[src/rtl/ad9833_pkg.sv]
// Shared definitions for the AD9833 frequency-sweep controller: state encoding,
// control-word constants and the frequency word width.
package ad9833_pkg;

    localparam int FREQ_W = 28;

    localparam logic [15:0] CTRL_INIT = 16'h2100;
    localparam logic [15:0] CTRL_RUN  = 16'h2000;

    typedef enum logic [2:0] {
        ST_IDLE,
        ST_ISSUE,
        ST_WAIT_ACK,
        ST_WAIT_DONE,
        ST_DWELL,
        ST_FINISH
    } sweep_state_t;

    // First frame of a sweep also resets the DDS core so it starts phase-clean
    function automatic logic [15:0] ctrl_word(input logic i_first);
        return i_first ? CTRL_INIT : CTRL_RUN;
    endfunction

endpackage

[src/rtl/ad9833_dwell_timer.sv]
// Down-counter used to hold each swept frequency: load a cycle count, count it
// down while enabled, and flag expiry once it reaches zero.
module ad9833_dwell_timer #(
    parameter int W = 24
) (
    input  logic         clk,
    input  logic         rst_n,
    input  logic         i_load,
    input  logic [W-1:0] i_load_val,
    input  logic         i_count,
    output logic         o_expire
);

    logic [W-1:0] r_cnt;

    always_ff @(posedge clk or negedge rst_n) begin
        if (!rst_n) begin
            r_cnt <= '0;
        end else if (i_load) begin
            r_cnt <= i_load_val;
        end else if (i_count && (r_cnt != '0)) begin
            r_cnt <= r_cnt - W'(1);
        end
    end

    assign o_expire = (r_cnt == '0);

endmodule

[src/rtl/ad9833_sweep_ctrl.sv]
// Frequency-sweep sequencer for an AD9833 serializer: issues n_steps+1 frames
// with a linearly stepped frequency word, dwelling between frames.
module ad9833_sweep_ctrl
    import ad9833_pkg::*;
#(
    parameter int DWELL_W = 24,
    parameter int STEP_W  = 16
) (
    input  logic               clk,
    input  logic               rst_n,
    input  logic               start,
    input  logic               abort,
    input  logic [FREQ_W-1:0]  f_start,
    input  logic [FREQ_W-1:0]  f_step,
    input  logic [STEP_W-1:0]  n_steps,
    input  logic [DWELL_W-1:0] dwell,
    output logic               busy,
    output logic               done,
    output logic               aborted,
    output logic [STEP_W-1:0]  step_idx,
    output logic               dds_go,
    output logic [15:0]        dds_control,
    output logic [FREQ_W-1:0]  dds_freq,
    input  logic               dds_go_ack,
    input  logic               dds_send_complete
);

    sweep_state_t r_state, w_state_next;

    logic               r_busy, w_busy_next;
    logic               r_done, w_done_next;
    logic               r_aborted, w_aborted_next;
    logic               r_dds_go, w_dds_go_next;
    logic [STEP_W-1:0]  r_step_idx, w_step_idx_next;
    logic [15:0]        r_dds_control, w_dds_control_next;
    logic [FREQ_W-1:0]  r_dds_freq, w_dds_freq_next;
    logic [FREQ_W-1:0]  r_cur_freq, w_cur_freq_next;
    logic [FREQ_W-1:0]  r_f_step, w_f_step_next;
    logic [STEP_W-1:0]  r_n_steps, w_n_steps_next;
    logic [DWELL_W-1:0] r_dwell, w_dwell_next;
    logic               r_abort_lat, w_abort_lat_next;

    logic w_tmr_load;
    logic w_tmr_count;
    logic w_tmr_expire;
    logic w_abort_seen;

    // An abort arriving alongside the final end-of-frame still wins over done
    assign w_abort_seen = r_abort_lat | abort;

    always_comb begin
        w_state_next       = r_state;
        w_busy_next        = r_busy;
        w_done_next        = 1'b0;
        w_aborted_next     = 1'b0;
        w_dds_go_next      = r_dds_go;
        w_step_idx_next    = r_step_idx;
        w_dds_control_next = r_dds_control;
        w_dds_freq_next    = r_dds_freq;
        w_cur_freq_next    = r_cur_freq;
        w_f_step_next      = r_f_step;
        w_n_steps_next     = r_n_steps;
        w_dwell_next       = r_dwell;
        w_abort_lat_next   = r_busy ? (r_abort_lat | abort) : r_abort_lat;
        w_tmr_load         = 1'b0;
        w_tmr_count        = 1'b0;

        case (r_state)
            ST_IDLE: begin
                w_abort_lat_next = 1'b0;
                if (start) begin
                    w_cur_freq_next = f_start;
                    w_f_step_next   = f_step;
                    w_n_steps_next  = n_steps;
                    w_dwell_next    = dwell;
                    w_step_idx_next = '0;
                    w_busy_next     = 1'b1;
                    w_state_next    = ST_ISSUE;
                end
            end
            ST_ISSUE: begin
                w_dds_freq_next    = r_cur_freq;
                w_dds_control_next = ctrl_word(r_step_idx == '0);
                w_dds_go_next      = 1'b1;
                w_state_next       = ST_WAIT_ACK;
            end
            ST_WAIT_ACK: begin
                if (dds_go_ack) begin
                    w_dds_go_next = 1'b0;
                    w_state_next  = ST_WAIT_DONE;
                end
            end
            ST_WAIT_DONE: begin
                if (dds_send_complete) begin
                    if (w_abort_seen) begin
                        w_aborted_next = 1'b1;
                        w_busy_next    = 1'b0;
                        w_state_next   = ST_FINISH;
                    end else if (r_step_idx == r_n_steps) begin
                        w_done_next  = 1'b1;
                        w_busy_next  = 1'b0;
                        w_state_next = ST_FINISH;
                    end else begin
                        w_tmr_load   = 1'b1;
                        w_state_next = ST_DWELL;
                    end
                end
            end
            ST_DWELL: begin
                w_tmr_count = 1'b1;
                if (w_tmr_expire) begin
                    w_cur_freq_next = r_cur_freq + r_f_step;
                    w_step_idx_next = r_step_idx + STEP_W'(1);
                    w_state_next    = ST_ISSUE;
                end
            end
            ST_FINISH: begin
                w_state_next = ST_IDLE;
            end
            default: begin
                w_state_next = ST_IDLE;
            end
        endcase
    end

    always_ff @(posedge clk or negedge rst_n) begin
        if (!rst_n) begin
            r_state       <= ST_IDLE;
            r_busy        <= 1'b0;
            r_done        <= 1'b0;
            r_aborted     <= 1'b0;
            r_dds_go      <= 1'b0;
            r_step_idx    <= '0;
            r_dds_control <= '0;
            r_dds_freq    <= '0;
            r_cur_freq    <= '0;
            r_f_step      <= '0;
            r_n_steps     <= '0;
            r_dwell       <= '0;
            r_abort_lat   <= 1'b0;
        end else begin
            r_state       <= w_state_next;
            r_busy        <= w_busy_next;
            r_done        <= w_done_next;
            r_aborted     <= w_aborted_next;
            r_dds_go      <= w_dds_go_next;
            r_step_idx    <= w_step_idx_next;
            r_dds_control <= w_dds_control_next;
            r_dds_freq    <= w_dds_freq_next;
            r_cur_freq    <= w_cur_freq_next;
            r_f_step      <= w_f_step_next;
            r_n_steps     <= w_n_steps_next;
            r_dwell       <= w_dwell_next;
            r_abort_lat   <= w_abort_lat_next;
        end
    end

    ad9833_dwell_timer #(
        .W(DWELL_W)
    ) u_dwell_timer (
        .clk        (clk),
        .rst_n      (rst_n),
        .i_load     (w_tmr_load),
        .i_load_val (r_dwell),
        .i_count    (w_tmr_count),
        .o_expire   (w_tmr_expire)
    );

    assign busy        = r_busy;
    assign done        = r_done;
    assign aborted     = r_aborted;
    assign dds_go      = r_dds_go;
    assign step_idx    = r_step_idx;
    assign dds_control = r_dds_control;
    assign dds_freq    = r_dds_freq;

endmodule
[config.mk]
export PLATFORM = sky130hd
export DESIGN_NAME = ad9833_sweep_ctrl
export DESIGN_NICKNAME = d
export VERILOG_FILES = /design/src/rtl/ad9833_pkg.sv /design/src/rtl/ad9833_dwell_timer.sv /design/src/rtl/ad9833_sweep_ctrl.sv
export SDC_FILE = /design/constraint.sdc
export NUM_CORES = 1
export LEC_CHECK = 0
export BUFFER_PORTS_ARGS = -buffer_cell sky130_fd_sc_hd__buf_2
export CELL_PAD_IN_SITES_DETAIL_PLACEMENT = 0
export CELL_PAD_IN_SITES_GLOBAL_PLACEMENT = 2
export CORE_UTILIZATION = 34
export DETAILED_ROUTE_END_ITERATION = 10
export HOLD_SLACK_MARGIN = 0.03
export PLACE_DENSITY = 0.91
export SYNTH_ARGS = -nofsm -noshare
export SYNTH_HDL_FRONTEND = slang
export SYNTH_HIERARCHICAL = 1
export SYNTH_SLANG_ARGS = --single-unit
[constraint.sdc]
create_clock -name clk -period 3.9 [get_ports clk]
set_input_delay 0 -clock clk [delete_from_list [all_inputs] [get_ports clk]]
set_output_delay 0 -clock clk [all_outputs]
set_load 0.005 [all_outputs]
==> flow_metrics.env, run 1 <==
export IMPL_syn_area_per_cell_um2=9.07
export IMPL_dieArea_um2=27600
export IMPL_async_reset_ff_share_pct=100
export IMPL_nets=1379
export IMPL_vias_per_cell=4.86
export IMPL_crit_path_end_kind="flip-flop"
export IMPL_synth_top_area_share_pct=47.6
export IMPL_cts_buffer_depth=2
export IMPL_clock_sinks=174
export IMPL_die_h_um=166
export IMPL_drc=7
export IMPL_slew_violations=0
export IMPL_netlist_instances=1008
export IMPL_max_cap_violations=0
export IMPL_violations="DRC"
export IMPL_antenna_left=0
export IMPL_portBuffers=151
export IMPL_ir_drop_uv=309
export IMPL_drtIter0Drc=454
export IMPL_crit_type="flip-flop to flip-flop"
export IMPL_via_count=7749
export IMPL_core_area_um2=26200
export IMPL_finalSetupTns_ns=0
export IMPL_period_share_pct=81.9
export IMPL_hold_violations=0
export IMPL_gp_congestion=0.800
export IMPL_setup_viol=0
export IMPL_ys_warnings_count=6
export IMPL_synth_area_leaders="dfrtp_1 48%, nand2_1 11%, ha_1 4.2%"
export IMPL_p_per_area_nw_per_um2=744
export IMPL_cts_buffers_inserted=17
export IMPL_synth_seq_cells=174
export IMPL_place_hpwl_mm=16.6
export IMPL_ys_types=68
export IMPL_cts_tree="yes"
export IMPL_crit_fanout=6
export IMPL_fin_hold_ws_ns=0.0738
export IMPL_start_kind="flip-flop"
export IMPL_period_needed_ns=3.19
export IMPL_cts_root_buf="clkbuf_16"
export IMPL_cts_resized=0
export IMPL_ios=166
export IMPL_clkTransAtPathRegs_ns=0.07
export IMPL_p_leak_nw=5.63
export IMPL_grt_max_degree=107
export IMPL_start_util_pct=34.9
export IMPL_die_x_um=166
export IMPL_drt_pass1_iter_count=8
export IMPL_overflow=0
export IMPL_grt_usage_pct=18.3
export IMPL_slew_headroom_pct=32.4
export IMPL_synth_edf_count=0
export IMPL_status="finished with violations"
export IMPL_seq_area_frac_synth_pct=47.6
export IMPL_synth_flop_cell="dfrtp_1"
export IMPL_wl_mm=24.6
export IMPL_skew_ns=0.0123
export IMPL_grt_pass1_vias=7791
export IMPL_tightest_slew_ns=1.01
export IMPL_wl_per_cell_um=15.4
export IMPL_synth_area_um2=9150
export IMPL_drive_above_1_share_pct=19.1
export IMPL_grt_first_pass_wirelength_mm=40.2
export IMPL_fmax_mhz=313
export IMPL_crit_arrival_ns=3.54
export IMPL_antenna_found_initial=1
export IMPL_htree_levels=4
export IMPL_rsz0062_at_grt="no"
export IMPL_hp_class="input pin to flip-flop"
export IMPL_fp_row_count=59
export IMPL_area_growth_pct=28.9
export IMPL_cp_required_ns=4.24
export IMPL_clk_latency_ns=0.42
export IMPL_synth_top_cell_by_area="dfrtp_1"
==> report_power, final <==
part / internal, W / switching (W)
clock: 0.000976 / 0.000761
combinational: 0.00174 / 0.00212
sequential: 0.00259 / 0.000593
==> synth_stat cells, types with 3 or more instances <==
| cell type | n |
|---|---|
| nand2_1 | 274 |
| dfrtp_1 | 174 |
| nor2_1 | 58 |
| a21oi_1 | 56 |
| o21ai_0 | 43 |
| xor2_1 | 39 |
| clkbuf_1 | 33 |
| ha_1 | 31 |
| mux2_2 | 29 |
| xnor2_1 | 27 |
| nand3_1 | 19 |
| nor4_1 | 18 |
| inv_1 | 17 |
| a21o_1 | 15 |
| buf_4 | 15 |
| nor3_1 | 12 |
| o211ai_1 | 11 |
| o21ai_1 | 11 |
| and3_1 | 10 |
| nand4_1 | 7 |
| nor2b_1 | 7 |
| or3_1 | 7 |
| a211oi_1 | 6 |
| buf_2 | 5 |
| or4_1 | 5 |
| a31oi_1 | 4 |
| and2_1 | 4 |
| buf_1 | 4 |
| nand3b_1 | 4 |
| nor3b_1 | 4 |
| o22ai_1 | 4 |
| a21boi_1 | 3 |
| nand2b_1 | 3 |
| o21bai_1 | 3 |
==> final timing paths <==
path                            depth (start not counted)  slack [ns]                     endpoint                                 from
max in group asynchronous                               3        2.74     r_f_step[24]$_DFFE_PN0P_                                rst_n
worst max-delay path                                    9        0.71     step_idx[15]$_DFFE_PN0P_  u_dwell_timer/r_cnt[12]$_DFFE_PN0P_
worst max register to register                          9        0.71     step_idx[15]$_DFFE_PN0P_  u_dwell_timer/r_cnt[12]$_DFFE_PN0P_
worst min-delay path                                    4        0.07           dds_go$_DFFE_PN0P_                           dds_go_ack
min in group asynchronous                               2        0.24      dds_freq[3]$_DFFE_PN0P_                                rst_n
worst min register to register                          1        0.47  dds_control[13]$_DFFE_PN0P_          dds_control[13]$_DFFE_PN0P_
==> registers in the layout, summed over array words and instances (netlist names) <==
signal / count
aborted: 1
busy: 1
dds_control: 2
dds_freq: 28
dds_go: 1
done: 1
r_abort_lat: 1
r_cur_freq: 28
r_dwell: 24
r_f_step: 28
r_n_steps: 16
r_state: 3
step_idx: 16
u_dwell_timer/r_cnt: 24
==> metal layers <==
| layer | vias up | GRT usage, % | wire length, um |
|---|---|---|---|
| met3 | 25 | 3.31 | 831 |
| met1 | 3685 | 25.4 | 12000 |
| met5 | - | 0 | 0 |
| li1 | 3893 | - | - |
| met2 | 146 | 29.0 | 11300 |
| met4 | 0 | 5.69 | 450 |
==> through the flow <==
stage / utilization (%) / instances / cell area, um2 / worst slack, ns / total power, W
global placement: 39.0 / 1463 / 10200 / 0.819 / 0.00693
global route: 45.0 / 1593 / 11800 / 0.470 / 0.00955
floorplan: - / 1021 / 9200 / 0.939 / 0.00592
finish: 45.0 / 1593 / 11800 / 0.706 / 0.00877
detailed placement: 39.0 / 1463 / 10200 / 0.718 / 0.00699
CTS: 45.0 / 1592 / 11800 / 0.688 / 0.00886
==> critical path: stages, from the launching register on <==
cell and delay, ns:
dfrtp_1 0.44, nor4_1 0.64, nand4_1 0.20, nor2_1 0.25
and3_1 0.23, nor2_2 0.05, or4_4 0.52, or2_1 0.27
or3_1 0.35, a21oi_1 0.15
==> area by class of cell <==
cell class,instances,area [um2]
clock inverters,13,155
clock buffers,18,439
repair buffers,262,1850
fillers,2548,14400
multi-input cells,771,4500
inverters,19,71.3
well taps,335,419
diodes,1,2.50
flip-flops and latches,174,4350
==> kinds of logic after synthesis <==
kind of cell,share of synthesized area [%]
AOI/OAI and AO/OA,11.9
other,0.0410
muxes,3.68
adders and majority gates,4.46
buffers and inverters,3.80
xor gates and xnor gates,6.32
DFF,47.6
and+or+nand+nor,22.2
==> cells in the final DEF, fill, tap and decap left out, drive strengths merged, types with 6 or more instances in the layout <==
cell | synthesis | layout
xor2 | 39 | 39
a21o | 15 | 15
nor2 | 59 | 59
clkbuf | 33 | 18
mux2 | 29 | 29
nor3 | 13 | 13
conb | 1 | 14
nor2b | 7 | 7
and3 | 10 | 10
a211oi | 6 | 6
dfrtp | 174 | 174
buf | 24 | 164
a21oi | 57 | 57
o211ai | 11 | 11
nor4 | 20 | 20
or3 | 7 | 7
inv | 19 | 25
nand3 | 19 | 19
dlygate4sd3 | 0 | 98
xnor2 | 27 | 27
or4 | 7 | 7
nand4 | 8 | 8
nand2 | 274 | 274
ha | 31 | 31
o21ai | 55 | 55
==> repair_timing <==
item / in CTS / in global routing
setup endpoints to repair: 0 / 0
endpoints found under the hold margin: 205 / 0
hold buffers: 98 / 0
buffers inserted: 0 / 0
Power figures use the tool's default switching activity.
==> run 2, diff against run 1 <==
==> constraint.sdc (replaced) <==
create_clock -name clk -period 3 [get_ports clk]
set_input_delay 0 -clock clk [delete_from_list [all_inputs] [get_ports clk]]
set_output_delay 0 -clock clk [all_outputs]
set_load 0.005 [all_outputs]
==> run 2 against run 1 <==
  * The flow still finishes with violations (DRC)
  * Register-to-register slack got worse by 0.58 ns
  * Clock power rose by 35%
  * Core utilization up 0.86 points
  * First-iteration DRC count grew 2.4%
  * Setup slack got worse by 0.58 ns
  * Wire length increased by 2.3%
  * Clock skew is 0.0011 ns higher
  * Power rose by 33%
  * Worst hold slack worse by 0.023 ns
  * Sequential power is 31% higher
  * Sequential cell count stayed put
==> flow_metrics.env, run 2 (synthesized netlist as in run 1, its figures left out) <==
export IMPL_critPathMostFrequentCell="a21o_1"
export IMPL_start_util_pct=34.9
export IMPL_tightest_slew_ns=0.871
export IMPL_slew_headroom_pct=41.9
export IMPL_finalSetupTns_ns=0
export IMPL_cp_top_family="compound AO/OA/AOI/OAI gates"
export IMPL_drt_pass1_iter_count=7
export IMPL_clock_sinks=174
export IMPL_max_cap_violations=0
export IMPL_p_total_w=0.0117
export IMPL_drtIter0Drc=465
export IMPL_crit_arrival_ns=3.19
export IMPL_wl_per_cell_um=15.6
export IMPL_crit_fanout=4
export IMPL_dieArea_um2=27600
export IMPL_clkTransAtPathRegs_ns=0.07
export IMPL_max_stage_delay_ns=0.40
export IMPL_met3_usage_pct=3.31
export IMPL_via_count=7872
export IMPL_wl_mm=25.1
export IMPL_rsz0062_at_grt="no"
export IMPL_internal_power_w=0.00707
export IMPL_swShare_pct=39.4
export IMPL_vias_per_cell=4.88
export IMPL_power_switching_w=0.00460
export IMPL_pwr_share_clk_pct=20.2
export IMPL_antenna_found_initial=1
export IMPL_crit_buf_inv=0
export IMPL_grt_usage_pct=18.8
export IMPL_cts_buffer_depth=2
export IMPL_cp_required_ns=3.32
export IMPL_skew_ns=0.0133
export IMPL_setup_viol=0
export IMPL_fp_row_count=59
export IMPL_area_growth_pct=31.4
export IMPL_hold_violations=0
export IMPL_place_hpwl_mm=17.4
export IMPL_drive_above_1_share_pct=21.0
export IMPL_status="finished with violations"
export IMPL_layout_commonest_cell="nand2_1"
export IMPL_crit_path_end_kind="flip-flop"
export IMPL_portBuffers=151
export IMPL_multiInputGateArea_um2=4540
export IMPL_fin_hold_ws_ns=0.0507
export IMPL_met2_usage_pct=30.9
export IMPL_cts_buffers_inserted=17
export IMPL_antenna_left=0
export IMPL_die_h_um=166
export IMPL_nFillCells=2534
export IMPL_busiest_layer="met2"
export IMPL_period_needed_ns=2.88
export IMPL_fmax_mhz=348
export IMPL_drc=7
export IMPL_grt_first_pass_wirelength_mm=41.3
export IMPL_gp_congestion=0.859
export IMPL_cts_tree="yes"
export IMPL_cp_slowest_cell="dfrtp_1"
export IMPL_grt_util_met1_pct=25.7
export IMPL_regArea_um2=4350
export IMPL_die_x_um=166
export IMPL_cts_root_buf="clkbuf_16"
export IMPL_fin_util_pct=45.9
export IMPL_crit_path_cell_trace="ha_1, a21o_1, a21o_1, a221o_1, a21oi_2, o21ai_1, a21o_1, a22o_1, or4_1, and3_1"
export IMPL_combPwrFrac_pct=44.2
export IMPL_core_area_um2=26200
export IMPL_stdcell_count=1614
export IMPL_period_share_pct=95.9
export IMPL_p_seq_share_pct=35.7
export IMPL_p_leak_nw=5.76
export IMPL_crit_type="flip-flop to flip-flop"
export IMPL_slew_violations=0
export IMPL_start_kind="flip-flop"
export IMPL_final_cell_mix="274 x nand2_1, 174 x dfrtp_1, 150 x buf_2"
export IMPL_grt_pass1_vias=7866
export IMPL_htree_levels=4
export IMPL_dp_cells=1482
export IMPL_overflow=0
export IMPL_p_per_area_nw_per_um2=972
export IMPL_ios=166
export IMPL_grt_max_degree=75
export IMPL_nets=1399
export IMPL_violations="DRC"
export IMPL_hp_class="input pin to flip-flop"
export IMPL_clk_latency_ns=0.43
export IMPL_ir_drop_uv=459
run 2: path summary, 6_finish.rpt:
| kind | from | endpoint | slack, ns | cells after the start |
|---|---|---|---|---|
| setup / recovery | r_cur_freq[9]$_DFFE_PN0P_ | r_cur_freq[22]$_DFFE_PN0P_ | 0.12 | 10 |
| hold / removal | dds_go_ack | dds_go$_DFFE_PN0P_ | 0.05 | 4 |
| setup reg to reg | r_cur_freq[9]$_DFFE_PN0P_ | r_cur_freq[22]$_DFFE_PN0P_ | 0.12 | 10 |
| hold reg to reg | r_abort_lat$_DFFE_PN0P_ | done$_DFF_PN0_ | 0.47 | 1 |
| max in group asynchronous | rst_n | r_abort_lat$_DFFE_PN0P_ | 1.93 | 3 |
| min in group asynchronous | rst_n | r_f_step[5]$_DFFE_PN0P_ | 0.13 | 2 |
run 2: repair_timing:
action	in CTS	in global routing
hold buffers	98	0
endpoints found under the hold margin	165	0
gates resized for setup	0	9
endpoints found under the setup margin	0	5
setup buffers	0	1
run 2: layout make-up:
class	instances	area share (%)
Tap cell	335	3.49
Inverter	19	0.594
Antenna cell	1	0.0208
Clock buffer	18	3.65
Clock inverter	14	1.52
Timing Repair Buffer	282	16.7
Multi-Input combinational cell	771	37.8
Sequential cell	174	36.2
run 2: stage by stage:
stage	worst slack [ns]	cell area (um2)
6_report	0.123	12000
5_1_grt	0.00423	12000
4_1_cts	0.0575	12000
3_5_place_dp	0.0878	10400
3_3_place_gp	0.141	10400
2_1_floorplan	0.0389	9200
run 2: worst min-delay path, stage by stage:
cell and delay, ns:
buf_2 0.12, nand2_1 0.09, o21a_1 0.11, o22a_1 0.12
run 2: per-layer routing:
layer  vias to the layer above  share of wire [%]  wire length (um)
li1                       3936                  -                 -
met1                      3790                 49             12300
met2                       131                 47             11900
met3                        15                2.8               705
met4                         0                1.0               259
met5                         -                  0                 0
run 2: power by group through the flow:
stage / logic (W) / clock network, W / registers [W]
2_1_floorplan: 0.00373 / 0 / 0.00397
3_3_place_gp: 0.00497 / 0 / 0.00414
4_1_cts: 0.00516 / 0.00241 / 0.00414
6_report: 0.00516 / 0.00235 / 0.00416
3_5_place_dp: 0.00503 / 0 / 0.00417
5_1_grt: 0.00585 / 0.00250 / 0.00430
